`config.mk`:
```
export PLATFORM = sky130hd
export DESIGN_NAME = lsu_mem_port
export DESIGN_NICKNAME = d
export VERILOG_FILES = /design/src/rtl/lsu_mem_port.sv
export SDC_FILE = /design/constraint.sdc
export NUM_CORES = 1
export LEC_CHECK = 0
export CORE_AREA = 2 2 109 111
export DETAILED_ROUTE_END_ITERATION = 8
export DIE_AREA = 0 0 111 113
export GPL_TIMING_DRIVEN = 0
export HOLD_SLACK_MARGIN = 0.15
export PLACE_DENSITY = 0.79
export SLEW_MARGIN = 40
export SYNTH_ARGS = -nofsm -noshare
export SYNTH_HDL_FRONTEND = slang
export SYNTH_SLANG_ARGS = --single-unit
```
`constraint.sdc`:
```
create_clock -name clk_i -period 2 [get_ports clk_i]
set_input_delay 0.5 -clock clk_i [delete_from_list [all_inputs] [get_ports clk_i]]
set_output_delay 0.5 -clock clk_i [all_outputs]
set_load 0.005 [all_outputs]
```
`src/rtl/lsu_mem_port.sv`:
```
// Load/store memory port: one outstanding access, misalignment detection,
// store lane formatting and raw read-word return for the alignment stage.
package lsu_pkg;
    typedef enum logic [2:0] {
        LOAD_OP_LB, LOAD_OP_LBU, LOAD_OP_LH, LOAD_OP_LHU, LOAD_OP_LW
    } LoadOp_t;
    typedef enum logic [1:0] {
        STORE_OP_SB, STORE_OP_SH, STORE_OP_SW
    } StoreOp_t;
endpackage

module lsu_mem_port
    import lsu_pkg::*;
#(
    parameter bit MISALIGN_TRAP = 1'b1
) (
    input  logic        clk_i,
    input  logic        resetn_i,
    input  logic        req_valid_i,
    output logic        req_ready_o,
    input  logic        req_we_i,
    input  LoadOp_t     req_load_op_i,
    input  StoreOp_t    req_store_op_i,
    input  logic [31:0] req_addr_i,
    input  logic [31:0] req_wdata_i,
    output logic        mem_valid_o,
    input  logic        mem_ready_i,
    output logic [31:0] mem_addr_o,
    output logic [31:0] mem_wdata_o,
    output logic [3:0]  mem_wstrb_o,
    input  logic [31:0] mem_rdata_i,
    output logic        rsp_valid_o,
    output logic [31:0] rsp_rdata_o,
    output logic [1:0]  rsp_addr_lo_o,
    output LoadOp_t     rsp_load_op_o,
    output logic        rsp_misaligned_o,
    output logic        stall_o
);
    typedef enum logic [1:0] {S_IDLE, S_BUS, S_RESP} state_t;

    state_t      state_q, state_d;
    logic        accept, mis, trap_now;
    logic [31:0] fmt_wdata;
    logic [3:0]  fmt_wstrb;

    // Captured access, held for the bus phase.
    logic        we_q, mis_q;
    logic [1:0]  addr_lo_q;
    LoadOp_t     load_op_q;
    logic [31:0] mem_addr_q, mem_wdata_q;
    logic [3:0]  mem_wstrb_q;

    // Response fields, only rewritten when a response is produced.
    logic [31:0] rsp_rdata_q;
    logic [1:0]  rsp_addr_lo_q;
    LoadOp_t     rsp_load_op_q;
    logic        rsp_mis_q;

    assign accept   = req_valid_i & (state_q == S_IDLE);
    assign trap_now = mis & MISALIGN_TRAP;

    // Misalignment: halves need addr[0]=0, words need addr[1:0]=0.
    always_comb begin
        mis = 1'b0;
        if (req_we_i) begin
            case (req_store_op_i)
                STORE_OP_SH: mis = req_addr_i[0];
                STORE_OP_SW: mis = |req_addr_i[1:0];
                default:     mis = 1'b0;
            endcase
        end else begin
            case (req_load_op_i)
                LOAD_OP_LH, LOAD_OP_LHU: mis = req_addr_i[0];
                LOAD_OP_LW:              mis = |req_addr_i[1:0];
                default:                 mis = 1'b0;
            endcase
        end
    end

    // Store data replicated across lanes, strobes select the addressed bytes.
    always_comb begin
        fmt_wdata = req_wdata_i;
        fmt_wstrb = 4'b1111;
        case (req_store_op_i)
            STORE_OP_SB: begin
                fmt_wdata = {4{req_wdata_i[7:0]}};
                fmt_wstrb = 4'b0001 << req_addr_i[1:0];
            end
            STORE_OP_SH: begin
                fmt_wdata = {2{req_wdata_i[15:0]}};
                fmt_wstrb = req_addr_i[1] ? 4'b1100 : 4'b0011;
            end
            default: ;
        endcase
        if (!req_we_i) fmt_wstrb = 4'b0000;
    end

    // State register.
    always_ff @(posedge clk_i or negedge resetn_i) begin
        if (!resetn_i) state_q <= S_IDLE;
        else           state_q <= state_d;
    end

    // Next state: trapped accesses skip the bus entirely.
    always_comb begin
        state_d = state_q;
        case (state_q)
            S_IDLE:  if (req_valid_i) state_d = trap_now ? S_RESP : S_BUS;
            S_BUS:   if (mem_ready_i) state_d = S_RESP;
            S_RESP:  state_d = S_IDLE;
            default: state_d = S_IDLE;
        endcase
    end

    // Capture the access on accept and the response on completion.
    always_ff @(posedge clk_i or negedge resetn_i) begin
        if (!resetn_i) begin
            we_q          <= 1'b0;
            mis_q         <= 1'b0;
            addr_lo_q     <= 2'b00;
            load_op_q     <= LOAD_OP_LW;
            mem_addr_q    <= 32'h0;
            mem_wdata_q   <= 32'h0;
            mem_wstrb_q   <= 4'b0000;
            rsp_rdata_q   <= 32'h0;
            rsp_addr_lo_q <= 2'b00;
            rsp_load_op_q <= LOAD_OP_LW;
            rsp_mis_q     <= 1'b0;
        end else begin
            if (accept) begin
                we_q        <= req_we_i;
                mis_q       <= mis;
                addr_lo_q   <= req_addr_i[1:0];
                load_op_q   <= req_load_op_i;
                mem_addr_q  <= {req_addr_i[31:2], 2'b00};
                mem_wdata_q <= fmt_wdata;
                mem_wstrb_q <= fmt_wstrb;
            end
            if (accept && trap_now) begin
                rsp_rdata_q   <= 32'h0;
                rsp_addr_lo_q <= req_addr_i[1:0];
                rsp_load_op_q <= req_load_op_i;
                rsp_mis_q     <= 1'b1;
            end else if (state_q == S_BUS && mem_ready_i) begin
                rsp_rdata_q   <= we_q ? 32'h0 : mem_rdata_i;
                rsp_addr_lo_q <= addr_lo_q;
                rsp_load_op_q <= load_op_q;
                rsp_mis_q     <= mis_q;
            end
        end
    end

    assign req_ready_o      = (state_q == S_IDLE);
    assign mem_valid_o      = (state_q == S_BUS);
    assign rsp_valid_o      = (state_q == S_RESP);
    assign stall_o          = (state_q == S_BUS) | ((state_q == S_IDLE) & req_valid_i);
    assign mem_addr_o       = mem_addr_q;
    assign mem_wdata_o      = mem_wdata_q;
    assign mem_wstrb_o      = mem_wstrb_q;
    assign rsp_rdata_o      = rsp_rdata_q;
    assign rsp_addr_lo_o    = rsp_addr_lo_q;
    assign rsp_load_op_o    = rsp_load_op_q;
    assign rsp_misaligned_o = rsp_mis_q;
endmodule

```
==> impl_summary.log <==
INFO  metric run_status = finished, final reports clean
INFO  metric cp.arrival = 2260 ps
INFO  metric final.min_clock_period = 1980 ps
INFO  metric tritoncts_clock_tree = built
INFO  metric core_area = 11300 sq um
INFO  metric detailed_place.area = 7020 sq um
INFO  metric die_area = 12500 sq um
INFO  metric grt_pass1_vias = 4500
INFO  metric cts.htree.levels = 4
INFO  metric dieHeight = 113 um
INFO  metric synth.top_cells.by_area = sky130_fd_sc_hd__dfrtp_1, sky130_fd_sc_hd__nand2_1, sky130_fd_sc_hd__a32o_1, sky130_fd_sc_hd__nor2_1, sky130_fd_sc_hd__clkbuf_1
INFO  metric required_time_of_the_critical_path = 2280 ps
INFO  metric total_wirelength = 14300 um
INFO  metric dp_hpwl = 10700 um
INFO  metric largest_family_of_logic_cells_by_synthesized_area = simple AND/OR/NAND/NOR gates
INFO  metric final_net_count = 796
INFO  metric ys_seq_elements = 113
INFO  metric setup_viol = 0
INFO  metric holdCritPathClass = reg2reg
INFO  metric synth.distinct_cells = 32
INFO  metric powerDensity = 1460 nW/um^2
INFO  metric clk_latency = 400 ps
INFO  metric synthCells = 451
INFO  metric seqPwrFrac = 34.9%
INFO  metric clock.fmax = 505 MHz
INFO  metric r2r_setup_slack = 130 ps
INFO  metric final_design_area_no_fill = 7760 sq um
INFO  metric share_comb_of_total_power = 37.3%
INFO  metric critical_path_class = in2reg
INFO  metric max_slew_margin_vs_limit = 62.0%
INFO  metric rr_worst_depth = 6
INFO  metric finalHoldWorstSlack = 473 ps
INFO  metric synth.mux.area_fraction = 3.70%
INFO  metric maxCapViolCount = 0
INFO  metric fin_max_slew_vios = 0
INFO  metric aggregate_global_routing_overflow = 0
INFO  metric cellInternalPower = 8.11 mW
INFO  metric root_buffer_cell = sky130_fd_sc_hd__clkbuf_16
INFO  metric max-clock-path-buffers = 2
INFO  metric synth-warning-count = 0
INFO  metric seq_area_frac_synth = 61.5%
INFO  metric postSynthAreaPerCell = 10.2 sq um
INFO  metric route.detailed.vias_per_inst = 5.13
INFO  metric syn-cell-area = 4600 sq um
INFO  metric async_flop_share = 100%
INFO  metric synth-xor-area-share = 0%
INFO  metric setup_repair_after_global_routing_missed_its_margin = no
INFO  metric post_route_cells_drive_above_1_share = 11.3%
INFO  metric cp-start-kind = input pin
INFO  metric antennaDiodeCount = 0
INFO  metric synth_simple_gate_area_share = 17.3%
INFO  metric flow.area_growth_from_synthesis = 68.5%
INFO  metric number_of_antenna_violations_at_the_first_check_in_global_routing = 0
INFO  metric postLayoutCoreUtil = 68.8%
INFO  metric numPortBuffers = 213
INFO  metric row_count = 39
INFO  metric timing.final.hold_violations = 0
INFO  metric switching_power = 3.22 mW
INFO  metric netlist_top_cells_count = sky130_fd_sc_hd__nand2_1, sky130_fd_sc_hd__dfrtp_1, sky130_fd_sc_hd__nor2_1
INFO  metric finalWeightedCongestion = 0.819
INFO  metric rr_endpoint = rsp_addr_lo_o[0]
INFO  metric post_synth_edffs = 0
INFO  metric cts_num_sinks = 113
INFO  metric synth_top_area_share = 60.4%
INFO  metric clock-skew-final = 10.7 ps
INFO  metric clkPwrFrac = 27.8%
INFO  metric post-synth-top-count-cell = sky130_fd_sc_hd__nand2_1
INFO  metric groute.usage.overall = 23.4%
INFO  metric number_of_buffers_created_by_cts = 17
INFO  metric worst-path-max-fanout = 10
INFO  metric power.ir.vdd_worst = 0.676 mV
INFO  metric clk_transition_reported_paths = 50 ps
INFO  metric synthesized_area_fraction_occupied_by_ao_oa_aoi_and_oai_cells = 13.3%
INFO  metric dominantRegCellSynth = sky130_fd_sc_hd__dfrtp_1
INFO  metric rr_startpoint = state_q[0]
INFO  metric detail-route-antenna-nets = 0
INFO  metric sw_frac_of_total = 28.4%
INFO  metric startpoint = req_load_op_i[2]
INFO  metric boundaryPins = 216
INFO  metric dr.first_iter.drc_count = 270
INFO  metric adder_cell_share_of_the_synthesized_area = 0.816%
INFO  metric yosysTopAreaCell = sky130_fd_sc_hd__dfrtp_1
INFO  metric worst-slew-pin-transition = 568 ps
INFO  metric die_w = 111 um
INFO  metric maximum_number_of_pins_on_one_net_before_global_route_repair = 62
INFO  metric grt_first_pass_wirelength = 23300 um
INFO  metric crit_path_end = rsp_addr_lo_o[0]
INFO  metric post-route-period-util = 99.0%
INFO  metric drc = 0
INFO  metric endpoint_kind = flop
INFO  metric leakagePower = 3.52 nW
INFO  metric router_iterations_before_antenna_repair = 4
INFO  metric routedWlPerCell = 16.9 um
INFO  metric routed-via-count = 4321
INFO  metric initial_core_util = 40.8%
timing repair:
| item | CTS | global route |
|---|---|---|
| endpoints found under the hold margin | 52 | 0 |
| hold buffers | 1 | 0 |
| pin swaps | 2 | 0 |
| setup endpoints to repair | 111 | 83 |
| setup buffers | 2 | 0 |
| gates resized for setup | 38 | 25 |
worst min-delay path by stage:
stage / start / endpoint / slack [ps] / cells after the start
floorplan: resetn_i / addr_lo_q[0] / 200 / 0
global placement: load_op_q[2] / load_op_q[2] / 450 / 2
detailed placement: resetn_i / rsp_rdata_o[25] / 450 / 1
CTS: mem_wdata_o[7] / mem_wdata_o[7] / 480 / 2
global route: mem_wdata_o[7] / mem_wdata_o[7] / 500 / 2
finish: mem_addr_o[22] / mem_addr_o[22] / 470 / 2
power groups by stage:
stage | Sequential [mW] | Combinational [mW] | Clock (mW)
2_1_floorplan | 4.00 | 1.34 | 0
3_3_place_gp | 3.93 | 4.09 | 0
3_5_place_dp | 3.98 | 4.20 | 0
4_1_cts | 3.96 | 4.26 | 3.21
5_1_grt | 4.09 | 4.59 | 3.35
6_report | 3.96 | 4.23 | 3.15
stage by stage:
step / instances / power (mW) / TNS [ps] / worst slack, ps
2_1_floorplan: 452 / 5.34 / -3360 / -136
3_3_place_gp: 808 / 8.01 / -502610 / -3780
3_5_place_dp: 809 / 8.18 / -76580 / -972
4_1_cts: 843 / 11.4 / 0 / 3.54
5_1_grt: 843 / 12.0 / 0 / 7.20
6_report: 843 / 11.3 / 0 / 20.6
layer usage:
layer | wire length [um] | GRT usage (%)
met1 | 5790 | 28.3
met2 | 7100 | 39.4
met3 | 1200 | 8.25
met4 | 161 | 7.58
met5 | 0 | 0
logic make-up (layout without fill, tap and decap cells):
logic type,count (synthesis),after routing
and+or+nand+nor,204,204
other,1,2
adders and majority gates,3,3
AOI/OAI and AO/OA,76,76
DFF,113,113
buffers and inverters,38,286
muxes,16,16
worst max-delay path, cell delays in order:
cell	delay, ps
sky130_fd_sc_hd__clkdlybuf4s50_1	480
sky130_fd_sc_hd__nor2b_1	170
sky130_fd_sc_hd__a221oi_2	90
sky130_fd_sc_hd__or4_4	420
sky130_fd_sc_hd__clkbuf_8	160
sky130_fd_sc_hd__buf_6	140
sky130_fd_sc_hd__mux2_4	290
sequential cells by signal (all words and copies together) (netlist names), 2 cells and up:
signal	cells
addr_lo_q	2
mem_wdata_o	32
rsp_rdata_o	32
mem_wstrb_o	4
mem_addr_o	30
state_q	2
load_op_q	3
rsp_load_op_o	3
rsp_addr_lo_o	2
layout by cell type (no fill, tap or decap), types with 11 or more instances in the layout:
cell type,netlist,layout
sky130_fd_sc_hd__clkbuf_2,0,11
sky130_fd_sc_hd__a21oi_1,11,11
sky130_fd_sc_hd__clkdlybuf4s50_1,0,201
sky130_fd_sc_hd__nor2_1,39,37
sky130_fd_sc_hd__clkbuf_16,0,18
sky130_fd_sc_hd__dfrtp_1,111,111
sky130_fd_sc_hd__a32o_1,32,32
sky130_fd_sc_hd__clkbuf_1,28,12
sky130_fd_sc_hd__nand2_1,153,152
area by class of cell:
class	count	area, sq um
plain buffers	32	211
clock buffers	19	443
clock inverters	13	186
fillers	898	3520
inverters	5	36.3
multi-input cells	301	1690
flip-flops and latches	113	2830
well taps	143	179
repair buffers	217	2180
Note: power is estimated with default switching activity, not from simulation.
